File: src/rtl/uart_tx_feeder_pkg.sv
// Shared definitions for the UART Tx feeder: FSM state encoding and default FIFO geometry.
package uart_tx_feeder_pkg;

    localparam int DEPTH_DEF = 8;
    localparam int AW_DEF    = 3;
    localparam int DATA_W    = 8;

    typedef enum logic [1:0] {
        ST_IDLE = 2'd0,
        ST_LOAD = 2'd1,
        ST_WAIT = 2'd2
    } tx_state_t;

endpackage

File: src/rtl/uart_tx_feeder_sync_fifo.sv
// Single-clock show-ahead byte FIFO; the head entry is always visible on dout,
// and full/empty are decoded from the registered occupancy count.
module uart_tx_feeder_sync_fifo
    import uart_tx_feeder_pkg::*;
#(
    parameter int DEPTH = DEPTH_DEF,
    parameter int AW    = AW_DEF
) (
    input  logic              clk,
    input  logic              rst,
    input  logic              wr_en,
    input  logic              rd_en,
    input  logic [DATA_W-1:0] din,
    output logic [DATA_W-1:0] dout,
    output logic              full,
    output logic              empty,
    output logic [AW:0]       count
);

    localparam logic [AW:0] FULL_CNT = DEPTH[AW:0];

    logic [DATA_W-1:0] mem [DEPTH];
    logic [AW-1:0]     wr_ptr;
    logic [AW-1:0]     rd_ptr;
    logic              wr_ok;
    logic              rd_ok;

    assign full  = (count == FULL_CNT);
    assign empty = (count == '0);
    assign wr_ok = wr_en && !full;
    assign rd_ok = rd_en && !empty;
    assign dout  = mem[rd_ptr];

    // Storage carries no reset; validity is tracked entirely by count.
    always_ff @(posedge clk) begin
        if (wr_ok) begin
            mem[wr_ptr] <= din;
        end
    end

    // Pointers are exactly AW bits wide, so they wrap modulo DEPTH for free.
    always_ff @(posedge clk) begin
        if (rst) begin
            wr_ptr <= '0;
            rd_ptr <= '0;
            count  <= '0;
        end else begin
            if (wr_ok) begin
                wr_ptr <= wr_ptr + 1'b1;
            end
            if (rd_ok) begin
                rd_ptr <= rd_ptr + 1'b1;
            end
            case ({wr_ok, rd_ok})
                2'b10:   count <= count + 1'b1;
                2'b01:   count <= count - 1'b1;
                default: count <= count;
            endcase
        end
    end

endmodule

File: src/rtl/uart_tx_feeder.sv
// Byte buffer and handshake controller ahead of the UART Tx serializer: queues bytes,
// issues one tx_en strobe per byte and waits for the serializer's completion pulse.
//
// state | meaning
// ------+------------------------------------------------------------
// IDLE  | nothing in flight; pops the FIFO head when a byte is queued
// LOAD  | o_tx_d just loaded; o_tx_en high for this single cycle
// WAIT  | serializer busy; o_tx_d held until i_tx_complete
module uart_tx_feeder
    import uart_tx_feeder_pkg::*;
#(
    parameter int DEPTH = DEPTH_DEF,
    parameter int AW    = AW_DEF
) (
    input  logic              clk,
    input  logic              rst,
    input  logic [DATA_W-1:0] i_wr_d,
    input  logic              i_wr_en,
    output logic              o_full,
    output logic              o_empty,
    output logic              o_overflow,
    output logic              o_busy,
    output logic [DATA_W-1:0] o_tx_d,
    output logic              o_tx_en,
    input  logic              i_tx_complete
);

    localparam logic [AW:0] FULL_CNT = DEPTH[AW:0];

    tx_state_t         state;
    tx_state_t         next_state;
    logic              pop;
    logic [DATA_W-1:0] fifo_dout;
    logic              fifo_full;
    logic              fifo_empty;
    logic [AW:0]       fifo_count;

    uart_tx_feeder_sync_fifo #(
        .DEPTH (DEPTH),
        .AW    (AW)
    ) u_fifo (
        .clk   (clk),
        .rst   (rst),
        .wr_en (i_wr_en),
        .rd_en (pop),
        .din   (i_wr_d),
        .dout  (fifo_dout),
        .full  (fifo_full),
        .empty (fifo_empty),
        .count (fifo_count)
    );

    always_ff @(posedge clk) begin
        if (rst) begin
            state <= ST_IDLE;
        end else begin
            state <= next_state;
        end
    end

    // Completion pulses outside WAIT are spurious and simply fall through the default hold.
    always_comb begin
        next_state = state;
        pop        = 1'b0;
        unique case (state)
            ST_IDLE: begin
                if (!fifo_empty) begin
                    pop        = 1'b1;
                    next_state = ST_LOAD;
                end
            end
            ST_LOAD: next_state = ST_WAIT;
            ST_WAIT: begin
                if (i_tx_complete) begin
                    next_state = ST_IDLE;
                end
            end
            default: next_state = ST_IDLE;
        endcase
    end

    // o_tx_d only moves on the IDLE->LOAD pop, so it is stable for the whole transfer.
    always_ff @(posedge clk) begin
        if (rst) begin
            o_tx_d <= '0;
        end else if (pop) begin
            o_tx_d <= fifo_dout;
        end
    end

    always_ff @(posedge clk) begin
        if (rst) begin
            o_overflow <= 1'b0;
        end else if (i_wr_en && fifo_full) begin
            o_overflow <= 1'b1;
        end
    end

    always_ff @(posedge clk) begin
        if (!rst) begin
            assert (fifo_count <= FULL_CNT);
        end
    end

    assign o_full  = fifo_full;
    assign o_empty = fifo_empty;
    assign o_tx_en = (state == ST_LOAD);
    assign o_busy  = (state != ST_IDLE);

endmodule

File: config.mk
export PLATFORM = sky130hd
export DESIGN_NAME = uart_tx_feeder
export DESIGN_NICKNAME = d
export VERILOG_FILES = /design/src/rtl/uart_tx_feeder_pkg.sv /design/src/rtl/uart_tx_feeder_sync_fifo.sv /design/src/rtl/uart_tx_feeder.sv
export SDC_FILE = /design/constraint.sdc
export NUM_CORES = 1
export LEC_CHECK = 0
export ABC_AREA = 1
export CAP_MARGIN = 10
export CELL_PAD_IN_SITES_DETAIL_PLACEMENT = 1
export CELL_PAD_IN_SITES_GLOBAL_PLACEMENT = 1
export CORE_MARGIN = 4
export CORE_UTILIZATION = 40
export CTS_CLUSTER_DIAMETER = 200
export DETAILED_ROUTE_END_ITERATION = 8
export PLACE_DENSITY_LB_ADDON = 0.15
export SLEW_MARGIN = 20
export SYNTH_ARGS = -nofsm -noshare
export SYNTH_HDL_FRONTEND = slang
export SYNTH_SLANG_ARGS = --single-unit
File: constraint.sdc
create_clock -name clk -period 2 [get_ports clk]
set_input_delay 0.4 -clock clk [delete_from_list [all_inputs] [get_ports clk]]
set_output_delay 0.4 -clock clk [all_outputs]
set_load 0.01 [all_outputs]
==> impl_table.tex, run 1 <==
\begin{tabular}{lr}
\hline
Metric & Value \\
\hline
\multicolumn{2}{l}{\textbf{Clocking}} \\
\quad Clock-pin slew reported for the worst setup and hold paths after clock tree synthesis & roughly 0.090 ns \\
\quad Cts bufs inserted & 9 \\
\quad Number of sinks handled by clock tree synthesis & 85 \\
\quad Skew-Pair Late Insertion Delay & around 0.36 ns \\
\quad Number of buffers inserted to repair setup after CTS & 0 \\
\quad Max H-tree Level & 3 \\
\quad CTS Buffer Depth & 2 \\
\quad TritonCTS clock tree & built \\
\quad Hold-fix buffer count after cts & 0 \\
\quad Root cell of the clock tree & sky130\_fd\_sc\_hd\_\_clkbuf\_8 \\
\quad Post\_cts resized & 2 \\
\multicolumn{2}{l}{\textbf{Setup path}} \\
\quad Reg-to-reg startpoint & u\_fifo.count[0] \\
\quad CP Data Required Time & 1.60 ns \\
\quad Crit path launch type & register \\
\quad Register-to-register path setup slack & 0.20 ns \\
\quad Path type of the worst setup path & register to primary output \\
\quad Terminus of the critical flop-to-flop path & u\_fifo.count[2] \\
\quad Nature of the critical path endpoint & primary output \\
\quad Data arrival at the endpoint of the critical path & approximately 1.5 ns \\
\quad Max FO, Critical Path & 2 \\
\quad Number of cells on the worst reg-to-reg path & 13 \\
\multicolumn{2}{l}{\textbf{Floorplanning}} \\
\quad Floorplan die height & 104.8 um \\
\quad Standard-cell rows & 35 \\
\quad Die Wd & $\sim$100 um \\
\quad Area of the die & about 11000 sq um \\
\quad Number of top-level pins & 25 \\
\quad Starting density of the core & just over 40\% \\
\quad Core box area & between 9000 and 10000 sq um \\
\multicolumn{2}{l}{\textbf{Route}} \\
\quad DRC Markers & 0 \\
\quad Routed Wire Length & 8182 um \\
\quad Vias post-DR & 2593 \\
\quad Drt first-iter violations & a little over 100 \\
\quad TritonRoute pass-1 iters & 4 \\
\quad Post-detailed-route via-to-cell ratio & between 4 and 5 \\
\quad Final routed wire length divided by cell count & $\sim$15 um \\
\quad ANT nets after route & 0 \\
\multicolumn{2}{l}{\textbf{Pwr}} \\
\quad IR Drop Worst-Case VDD & 0.4678 mV \\
\quad Leakage component of the power & 0.001865 uW \\
\quad Pwr per Cell Area & between 1000 and 1500 nW/um\^{}2 \\
\multicolumn{2}{l}{\textbf{STA}} \\
\quad Final worst clock skew & between 0.008 and 0.009 ns \\
\quad Maximum clock frequency & about 520 MHz \\
\quad Setup\_tns & 0 ns \\
\quad Slew at the pin with the worst max-slew slack & around 0.38 ns \\
\quad Unrepaired setup endpoints after global routing & false \\
\quad Final Hold Violating Endpoints & 0 \\
\quad Crit path setup slack, layout & 0.07835 ns \\
\quad Final cycle utilization of the critical path & 96.08\% \\
\quad Max Slew Vio Count & 0 \\
\quad Relative slew slack & about three quarters \\
\quad Number of failing setup endpoints in the final timing report & 0 \\
\quad Post-layout minimum cycle time & 1.922 ns \\
\multicolumn{2}{l}{\textbf{Logic synthesis}} \\
\quad Top cells by instance count after synthesis & 105 x sky130\_fd\_sc\_hd\_\_nand2\_1, 66 x sky130\_fd\_sc\_hd\_\_inv\_1, 64 x sky130\_fd\_sc\_hd\_\_edfxtp\_1 \\
\quad Most frequently used cell type in the post-synthesis netlist & sky130\_fd\_sc\_hd\_\_nand2\_1 \\
\quad Count of unique library cells instantiated by Yosys & 28 \\
\quad Most used DFF post-synth & sky130\_fd\_sc\_hd\_\_edfxtp\_1 \\
\quad Post-Syn Area & 3750 sq um \\
\quad Post-Syn Area per Cell & roughly 9.8 sq um \\
\quad Synth area leader & sky130\_fd\_sc\_hd\_\_edfxtp\_1 \\
\quad Portion of synthesized cell area occupied by the leading cell type & between 50\% and 60\% \\
\quad Fraction of the yosys area taken by sequential cells & 62.46\% \\
\quad Synth top area cells & sky130\_fd\_sc\_hd\_\_edfxtp\_1 51\%, sky130\_fd\_sc\_hd\_\_dfxtp\_1 11\%, sky130\_fd\_sc\_hd\_\_nand2\_1 11\% \\
\quad Synth Net Count & between 400 and 500 \\
\quad Register bit count reported by yosys & 85 \\
\quad Async S/R FF share, synth & 0\% \\
\quad Synthesized instance count & 384 \\
\quad Number of synthesized flops with an enable pin & between 60 and 70 \\
\quad Total number of yosys warnings & 0 \\
\multicolumn{2}{l}{\textbf{Layout}} \\
\quad Number of nets at the end of the flow & approximately 440 \\
\quad Post-synthesis to final-layout area growth & 16.08\% \\
\quad Ant. Diodes & 0 \\
\quad Area of all placed cells without fillers & roughly 4400 sq um \\
\quad Fillers & roughly 1100 \\
\quad Proportion of layout cells with a drive suffix above 1 & 12.12\% \\
\quad Utilization after layout & 47.33\% \\
\multicolumn{2}{l}{\textbf{Global route}} \\
\quad Maximum number of pins on one net before global-route repair & 35 \\
\quad Residual overflow from global routing & 0 \\
\quad Number of global-route vias before repair & between 2000 and 3000 \\
\quad Overall global routing resource usage & between 10\% and 20\% \\
\quad Antenna violations before repair & 0 \\
\quad Global-route wire length before repair & $\sim$14000 um \\
\multicolumn{2}{l}{\textbf{Placement}} \\
\quad Count of port buffers added during placement & 24 \\
\quad Worst Setup Slack post-DPL & -0.08008 ns \\
\quad Half-perimeter wire length after detailed placement & $\sim$5900 um \\
\quad Routability congestion estimate & 0.7689 \\
\quad Area after DPL & 4153 sq um \\
\multicolumn{2}{l}{\textbf{Min path}} \\
\quad Worst min-delay path endpoint & o\_overflow \\
\quad Number of cells on the worst hold path & 2 \\
\quad Startpoint of the lowest-slack hold path & o\_overflow \\
\quad Class of the tightest hold or removal check & register to register \\
\multicolumn{2}{l}{\textbf{Run status}} \\
\quad Result of the run & finished, final reports clean \\
\multicolumn{2}{l}{\textbf{Job}} \\
\quad Maximum capacitance violations & 0 \\
\hline
\end{tabular}
final cells by class:
type	count	area (sq um)	area share [%]
flip-flops and latches	85	2344	53.84
multi-input cells	215	1025	23.54
repair buffers	43	385.4	8.853
inverters	70	269.0	6.180
well taps	111	138.9	3.191
clock buffers	10	127.6	2.932
clock inverters	6	63.81	1.466
layer usage:
metal | vias up | GRT usage (%) | routed length (um) | part of all wire (%)
li1 | 1307 | - | - | -
met1 | 1239 | 20.69 | 3824 | 47
met2 | 37 | 26.99 | 3976 | 49
met3 | 10 | 3.582 | 270 | 3.3
met4 | 0 | 4.967 | 111 | 1.4
met5 | - | 0 | 0 | 0
worst max path at each step:
| stage | from | to | slack [ns] |
|---|---|---|---|
| finish | u_fifo.count[0] | o_empty | 0.08 |
| CTS | u_fifo.count[2] | o_full | 0.02 |
| global route | u_fifo.count[0] | u_fifo.count[2] | 0.008 |
| global placement | i_wr_en | u_fifo.count[2] | -0.04 |
| detailed placement | i_wr_en | u_fifo.count[2] | -0.08 |
| floorplan | u_fifo.count[0] | u_fifo.count[2] | 0.12 |
power breakdown:
group	internal, uW	total (uW)	leakage (uW)	switching, uW
Sequential	2130	2260	0.000754	130
Clock	573	1200	0.0000822	627
Combinational	831	2040	0.00103	1210
worst max-delay path, stage by stage (launching register included):
cell and delay [ns]:
sky130_fd_sc_hd__dfxtp_1 0.34, sky130_fd_sc_hd__nor2_4 0.14, sky130_fd_sc_hd__nand3_2 0.10, sky130_fd_sc_hd__inv_1 0.06, sky130_fd_sc_hd__clkdlybuf4s50_1 0.52
registers in the layout, summed over array words and instances, names as in the netlist:
name,cells
u_fifo.wr_ptr,3
o_overflow,1
o_tx_d,8
u_fifo.mem,64
u_fifo.count,4
state,2
u_fifo.rd_ptr,3
metrics by stage:
stage	hold slack, ns	std cells	power [uW]
after floorplan	0.4438	384	3704
after global placement	0.4361	524	4296
after detailed placement	0.4559	524	4360
after CTS	0.4695	540	5574
after global routing	0.4958	540	5935
final	0.4634	540	5501
layout by cell type, fill, tap and decap left out, drive strengths merged:
| cell type | synthesis | final |
|---|---|---|
| inv | 68 | 68 |
| nor2 | 18 | 18 |
| dlymetal6s2s | 0 | 1 |
| clkinv | 2 | 3 |
| xor2 | 1 | 1 |
| clkdlybuf4s50 | 0 | 23 |
| buf | 13 | 19 |
| or2 | 2 | 2 |
| edfxtp | 64 | 64 |
| a21oi | 17 | 17 |
| nor3 | 1 | 1 |
| nand3 | 54 | 54 |
| xnor2 | 2 | 2 |
| nand2 | 107 | 107 |
| clkbuf | 1 | 10 |
| a211oi | 1 | 1 |
| dfxtp | 21 | 21 |
| o21ai | 7 | 7 |
| bufinv | 0 | 1 |
| ha | 5 | 5 |
| clkinvlp | 0 | 4 |
logic make-up (layout without fill, tap and decap cells):
family / after synthesis / in the layout / share of synthesized area [%]
flip-flops: 85 / 85 / 62.46
buffers and inverters: 84 / 129 / 10.34
AO/OA/AOI/OAI: 25 / 25 / 4.104
adder cells (fa/ha/maj): 5 / 5 / 1.668
AND/OR/NAND/NOR: 182 / 182 / 20.72
XOR/XNOR: 3 / 3 / 0.7008
Note: power is estimated with default switching activity, not from simulation.
==> run 2: changes to the inputs <==
SLEW_MARGIN = default   (was 20)
==> results of run 2 <==
Same layout as run 1: the final DEF is identical, and so are final timing and power.
==> run 3: changes to the inputs <==
SYNTH_HIERARCHICAL = 1   (was default)
==> impl_table.tex, run 3 <==
\begin{tabular}{lr}
\hline
Metric & Value \\
\hline
\multicolumn{2}{l}{\textbf{Clocking}} \\
\quad Max H-tree Level & 3 \\
\quad Cts bufs inserted & 9 \\
\quad TritonCTS clock tree & built \\
\quad Clock-pin slew reported for the worst setup and hold paths after clock tree synthesis & around 0.090 ns \\
\quad CTS Buffer Depth & 2 \\
\quad Number of sinks handled by clock tree synthesis & slightly below 90 \\
\quad Skew-Pair Late Insertion Delay & 0.35 ns \\
\quad Root cell of the clock tree & sky130\_fd\_sc\_hd\_\_clkbuf\_8 \\
\multicolumn{2}{l}{\textbf{Setup path}} \\
\quad Library cell contributing the largest single delay on the critical path & sky130\_fd\_sc\_hd\_\_clkdlybuf4s50\_1 \\
\quad Nature of the critical path endpoint & primary output \\
\quad Buffers and inverters on the worst path & 3 \\
\quad Max FO, Critical Path & 18 \\
\quad Crit path launch type & register \\
\quad Data arrival at the endpoint of the critical path & roughly 1.5 ns \\
\quad Max stage delay on crit path & between 0.5 and 0.6 ns \\
\quad CP Data Required Time & 1.60 ns \\
\quad Cells along the critical path & nor2\_8 -> buf\_12 -> inv\_1 -> clkdlybuf4s50\_1 \\
\quad Path type of the worst setup path & register to primary output \\
\quad Cell type group with the largest total delay on the critical path & buffers and inverters \\
\multicolumn{2}{l}{\textbf{Pwr}} \\
\quad Leakage component of the power & $\sim$0.0017 uW \\
\quad Net Switching & just under 2000 uW \\
\quad Logic gate share of total power & 39.5\% \\
\quad Cell-internal power & roughly 3700 uW \\
\quad Fraction of power spent switching nets & roughly 35\% \\
\quad Power share of the clock group & 19.7\% \\
\quad Overall power of the completed layout & 5659 uW \\
\quad Part of the total power dissipated in sequential elements & around two fifths \\
\quad IR Drop Worst-Case VDD & roughly 0.6 mV \\
\quad Pwr per Cell Area & 1257 nW/um\^{}2 \\
\multicolumn{2}{l}{\textbf{Layout}} \\
\quad Proportion of layout cells with a drive suffix above 1 & a little under a fifth \\
\quad Number of nets at the end of the flow & 418 \\
\quad Max FFs per register & 64 \\
\quad Post-synthesis to final-layout area growth & 21.23\% \\
\quad Commonest non-fill, non-tap cell in the layout & sky130\_fd\_sc\_hd\_\_edfxtp\_1 \\
\quad Combined area of the multi-input logic cells & approximately 1100 sq um \\
\quad Reg with most FFs & u\_fifo/mem \\
\quad Top Registers & u\_fifo/mem (64), o\_tx\_d (8), u\_fifo/count (4) \\
\quad Ant. Diodes & 0 \\
\quad Fillers & 983 \\
\quad Utilization after layout & between 50 and 60\% \\
\quad Area taken by flip-flops and latches & around 2400 sq um \\
\quad Most frequent cells in the layout & 64 x sky130\_fd\_sc\_hd\_\_edfxtp\_1, 54 x sky130\_fd\_sc\_hd\_\_nor2\_1, 49 x sky130\_fd\_sc\_hd\_\_nand2\_1 \\
\multicolumn{2}{l}{\textbf{Logic synthesis}} \\
\quad Post-Syn Area per Cell & between 10 and 15 sq um \\
\quad Register bit count reported by yosys & between 80 and 90 \\
\quad Synthesized instance count & between 300 and 400 \\
\quad Post-Syn Area & $\sim$3700 sq um \\
\quad Synth area leader & sky130\_fd\_sc\_hd\_\_edfxtp\_1 \\
\quad Top cells by instance count after synthesis & 64 x sky130\_fd\_sc\_hd\_\_edfxtp\_1, 56 x sky130\_fd\_sc\_hd\_\_nor2\_1, 51 x sky130\_fd\_sc\_hd\_\_nand2\_1 \\
\quad Portion of netlist area occupied by mux cells & $\sim$2.2\% \\
\quad Post-synthesis share of cell area spent on full adders, half adders and majority gates & $\sim$1.7\% \\
\quad Synth top area cells & sky130\_fd\_sc\_hd\_\_edfxtp\_1 52\%, sky130\_fd\_sc\_hd\_\_dfxtp\_1 13\%, sky130\_fd\_sc\_hd\_\_nor2\_1 5.7\% \\
\quad Compound-Gate Fraction of Synth Area & 8.696\% \\
\quad Number of synthesized flops with an enable pin & 64 \\
\quad Async S/R FF share, synth & 0\% \\
\quad Post-Synth XOR/XNOR Area & 0.7078\% \\
\quad Most frequently used cell type in the post-synthesis netlist & sky130\_fd\_sc\_hd\_\_edfxtp\_1 \\
\quad Synth Net Count & 361 \\
\quad Count of unique library cells instantiated by Yosys & 31 \\
\quad Most used DFF post-synth & sky130\_fd\_sc\_hd\_\_edfxtp\_1 \\
\quad Largest family of logic cells by synthesized area & simple AND/OR/NAND/NOR gates \\
\quad Total number of yosys warnings & 6 \\
\quad Portion of synthesized cell area occupied by the leading cell type & approximately 52\% \\
\quad Fraction of the yosys area taken by sequential cells & 64.71\% \\
\quad Fraction of the mapped netlist area in simple logic gates & $\sim$15\% \\
\multicolumn{2}{l}{\textbf{STA}} \\
\quad Unrepaired setup endpoints after global routing & true \\
\quad Final Hold Violating Endpoints & 0 \\
\quad Final cycle utilization of the critical path & between 90 and 100\% \\
\quad Post-layout minimum cycle time & a little under 2 ns \\
\quad Final worst clock skew & about 0.011 ns \\
\quad Slew at the pin with the worst max-slew slack & about 0.38 ns \\
\quad Number of failing setup endpoints in the final timing report & 0 \\
\quad Relative slew slack & around three quarters \\
\quad Maximum clock frequency & 518.9 MHz \\
\quad Max Slew Vio Count & 0 \\
\multicolumn{2}{l}{\textbf{Route}} \\
\quad Final routed wire length divided by cell count & approximately 16 um \\
\quad Vias post-DR & 2600 \\
\quad DRC Markers & 0 \\
\quad Post-detailed-route via-to-cell ratio & a little over 5 \\
\quad Drt first-iter violations & 80 \\
\quad TritonRoute pass-1 iters & 4 \\
\quad ANT nets after route & 0 \\
\quad Routed Wire Length & roughly 8400 um \\
\multicolumn{2}{l}{\textbf{Job}} \\
\quad Maximum capacitance violations & 0 \\
\multicolumn{2}{l}{\textbf{Global route}} \\
\quad Number of global-route vias before repair & around 2700 \\
\quad Maximum number of pins on one net before global-route repair & 33 \\
\quad Global-route wire length before repair & 13840 um \\
\quad Residual overflow from global routing & 0 \\
\quad Overall global routing resource usage & 16.33\% \\
\quad Antenna violations before repair & 0 \\
\multicolumn{2}{l}{\textbf{Placement}} \\
\quad Routability congestion estimate & approximately 0.74 \\
\quad Count of port buffers added during placement & 24 \\
\quad Half-perimeter wire length after detailed placement & 5680 um \\
\multicolumn{2}{l}{\textbf{Min path}} \\
\quad Class of the tightest hold or removal check & register to register \\
\multicolumn{2}{l}{\textbf{Floorplanning}} \\
\quad Standard-cell rows & 34 \\
\quad Starting density of the core & around two fifths \\
\quad Die Wd & about 100 um \\
\quad Area of the die & 10890 sq um \\
\quad Number of top-level pins & 25 \\
\quad Floorplan die height & about 100 um \\
\quad Core box area & 8891 sq um \\
\multicolumn{2}{l}{\textbf{Run status}} \\
\quad Result of the run & finished, final reports clean \\
\hline
\end{tabular}
==> run 3: final timing paths <==
path / to / cells past startpoint / startpoint / slack [ns]
setup / recovery: o_busy / 4 / state[1] / 0.07
hold / removal: o_overflow / 2 / o_overflow / 0.48
setup reg to reg: u_fifo/count[2] / 17 / u_fifo/count[0] / 0.10
hold reg to reg: o_overflow / 2 / o_overflow / 0.48
==> run 3: through the flow <==
stage	instances	setup TNS, ns	worst slack (ns)	instance area, sq um	hold slack [ns]
6_report	514	0	0.07267	4501	0.4834
5_1_grt	514	-0.1186	-0.06717	4501	0.5246
4_1_cts	505	0	0.008423	4397	0.4894
3_5_place_dp	489	-0.02575	-0.02545	4203	0.4655
3_3_place_gp	489	0	0.03588	4203	0.4616
2_1_floorplan	344	-0.01368	-0.01368	3757	0.4585
==> run 3: cell type report <==
| class | instances | share of cell area (%) |
|---|---|---|
| clock buffers | 13 | 3.531 |
| clock inverters | 3 | 0.3892 |
| inverters | 34 | 3.003 |
| multi-input cells | 210 | 25.24 |
| flip-flops and latches | 88 | 53.60 |
| well taps | 108 | 3.003 |
| repair buffers | 58 | 11.23 |
==> run 3: power groups by stage <==
stage               logic (uW)  clock network (uW)  registers (uW)
floorplan                 1350                   0            2360
global placement          1920                   0            2330
detailed placement        1980                   0            2350
CTS                       2010                1150            2310
global route              2510                1230            2340
finish                    2230                1120            2310
==> run 3: worst min-delay path: stages (launching register included) <==
cell and delay [ns]:
sky130_fd_sc_hd__dfxtp_1 0.34, sky130_fd_sc_hd__a21oi_1 0.04, sky130_fd_sc_hd__nor2_1 0.07
==> run 3: cells by family (layout without fill, tap and decap cells) <==
kind of cell | count (synthesis) | count (layout)
AND/OR/NAND/NOR | 132 | 132
flip-flops | 88 | 88
AO/OA/AOI/OAI | 62 | 62
buffers and inverters | 46 | 108
multiplexers | 8 | 8
adder cells (fa/ha/maj) | 5 | 5
XOR/XNOR | 3 | 3
==> run 3: per-layer routing <==
metal / global-route usage [%] / share of wire (%) / vias up / wire length, um
li1: - / - / 1277 / -
met1: 21.25 / 46 / 1285 / 3907
met2: 27.26 / 50 / 24 / 4213
met3: 2.917 / 2.2 / 14 / 182
met4: 5.983 / 1.7 / 0 / 141
met5: 0 / 0 / - / 0
==> run 3: timing repair <==
| item | in CTS | in global routing |
|---|---|---|
| setup endpoints to repair | 4 | 4 |
| gates resized for setup | 8 | 9 |
| endpoints found under the hold margin | 0 | 0 |
| buffers inserted | 0 | 9 |
| pin swaps | 2 | 8 |
| hold buffers | 0 | 0 |
==> RTL change: new RTL, settings of run 3 <==
Register the output `o_overflow` once more, with the module's reset; this adds one clock of latency there. The other outputs are not delayed to match.
--- a/src/rtl/uart_tx_feeder.sv
+++ b/src/rtl/uart_tx_feeder.sv
@@ -26,6 +26,8 @@
 );
 
     localparam logic [AW:0] FULL_CNT = DEPTH[AW:0];
+
+    logic o_overflow_s0;
 
     tx_state_t         state;
     tx_state_t         next_state;
@@ -90,9 +92,9 @@
 
     always_ff @(posedge clk) begin
         if (rst) begin
-            o_overflow <= 1'b0;
+            o_overflow_s0 <= 1'b0;
         end else if (i_wr_en && fifo_full) begin
-            o_overflow <= 1'b1;
+            o_overflow_s0 <= 1'b1;
         end
     end
 
@@ -107,5 +109,13 @@
     assign o_tx_en = (state == ST_LOAD);
     assign o_busy  = (state != ST_IDLE);
 
+    always_ff @(posedge clk) begin
+        if (rst) begin
+            o_overflow <= '0;
+        end else begin
+            o_overflow <= o_overflow_s0;
+        end
+    end
+
 endmodule
 
Formal check against the unedited RTL: same outputs for any inputs over 10 cycles, from zero or initial values and one cycle with rst high; that may be too few to reach the edited logic, so the function may still have changed.
==> RTL change against run 3 <==
Routed wire length shrank 1.4%. Sequential cell count grew 1. Worst setup slack gained 0.048 ns. Final cell count shrank 0.39%. Cell area shrank 1.2%. Combinational power shrank 9%. Synthesized area grew 0.74%. Critical path type unchanged. Critical path depth shrank 1. Power shrank 3.3%.
==> RTL change: results (changes against run 3) <==
[outcome]
status=finished, final reports clean

[logic_synthesis]
synth-xor-area-share_pct=0.703  ; -0.0052 points
synth_compound_area_share_pct=8.63  ; -0.064 points
syn_nets=364  ; +0.83%
synthMuxAreaShare_pct=2.14  ; -0.016 points
synth_seq_area_share_pct=64.8  ; about the same
synthTopCellsByCount=64 x edfxtp_1, 56 x nor2_1, 52 x nand2_1

[detailed_routing]
route.met2.wl_um=4260  ; +1.0%
drt-total-wl_um=8320  ; -1.4%
avgViaCountPerCell=5.01  ; -0.96%
wl_met1_um=3770  ; -3.5%
drtIter0Drc=55  ; -31%

[layout]
drive_gt1_share_pct=15.7  ; -2.5 points
num-nets-final=413  ; -1.2%

[placed_design]
place_ws_ns=-0.0293  ; -0.00380 ns
placedInstanceArea_sq_um=4210  ; +0.21%
gp_congestion=0.719  ; -3.2%

[worst_setup_path]
cp_max_fo=3  ; -15
r2r_slack_ns=0.12  ; +0.02 ns
arrival_ns=1.48  ; -0.05 ns

[pwr]
peakVddDrop_mv=0.471  ; -19%
power_leakage_nw=1.71  ; -2.2%

[worst_hold_path]
worstHoldStart=o_overflow_s0$_SDFFE_PP0P_
hold_path_end=o_overflow$_SDFF_PP0_

[global_route]
use_met1_pct=20.3  ; -0.95 points
grt.total_usage_pct=15.8  ; -0.51 points
grt_use_met3_pct=2.96  ; +0.047 points

[sta]
post-route-period-util_pct=94.0  ; -2.4 points
skew_ns=0.00853  ; -0.00220 ns

[clock_network]
cts_resized=2  ; -6

## RTL change: area by class of cell
| type | instances | area [sq um] |
|---|---|---|
| sequential | 89 | 2430 |
| multi-input combinational | 211 | 1130 |
| timing repair buffer | 50 | 433 |
| fill | 1027 | 4710 |
| tap | 111 | 139 |
| clock inverter | 3 | 16.3 |
| clock buffer | 13 | 159 |
| inverter | 35 | 136 |
## RTL change: stage by stage
| step | instances | hold WS (ns) | TNS (ns) |
|---|---|---|---|
| 2_1_floorplan | 347 | 0.410 | -0.0137 |
| 3_3_place_gp | 492 | 0.419 | 0 |
| 3_5_place_dp | 492 | 0.436 | -0.0475 |
| 4_1_cts | 508 | 0.449 | 0 |
| 5_1_grt | 512 | 0.472 | -0.0408 |
| 6_report | 512 | 0.443 | 0 |
## RTL change: where the power goes
part / switching [mW] / total (mW) / internal, mW
sequential: 0.128 / 2.32 / 2.19
combinational: 1.17 / 2.04 / 0.867
clock: 0.597 / 1.11 / 0.516
total: 1.89 / 5.47 / 3.57
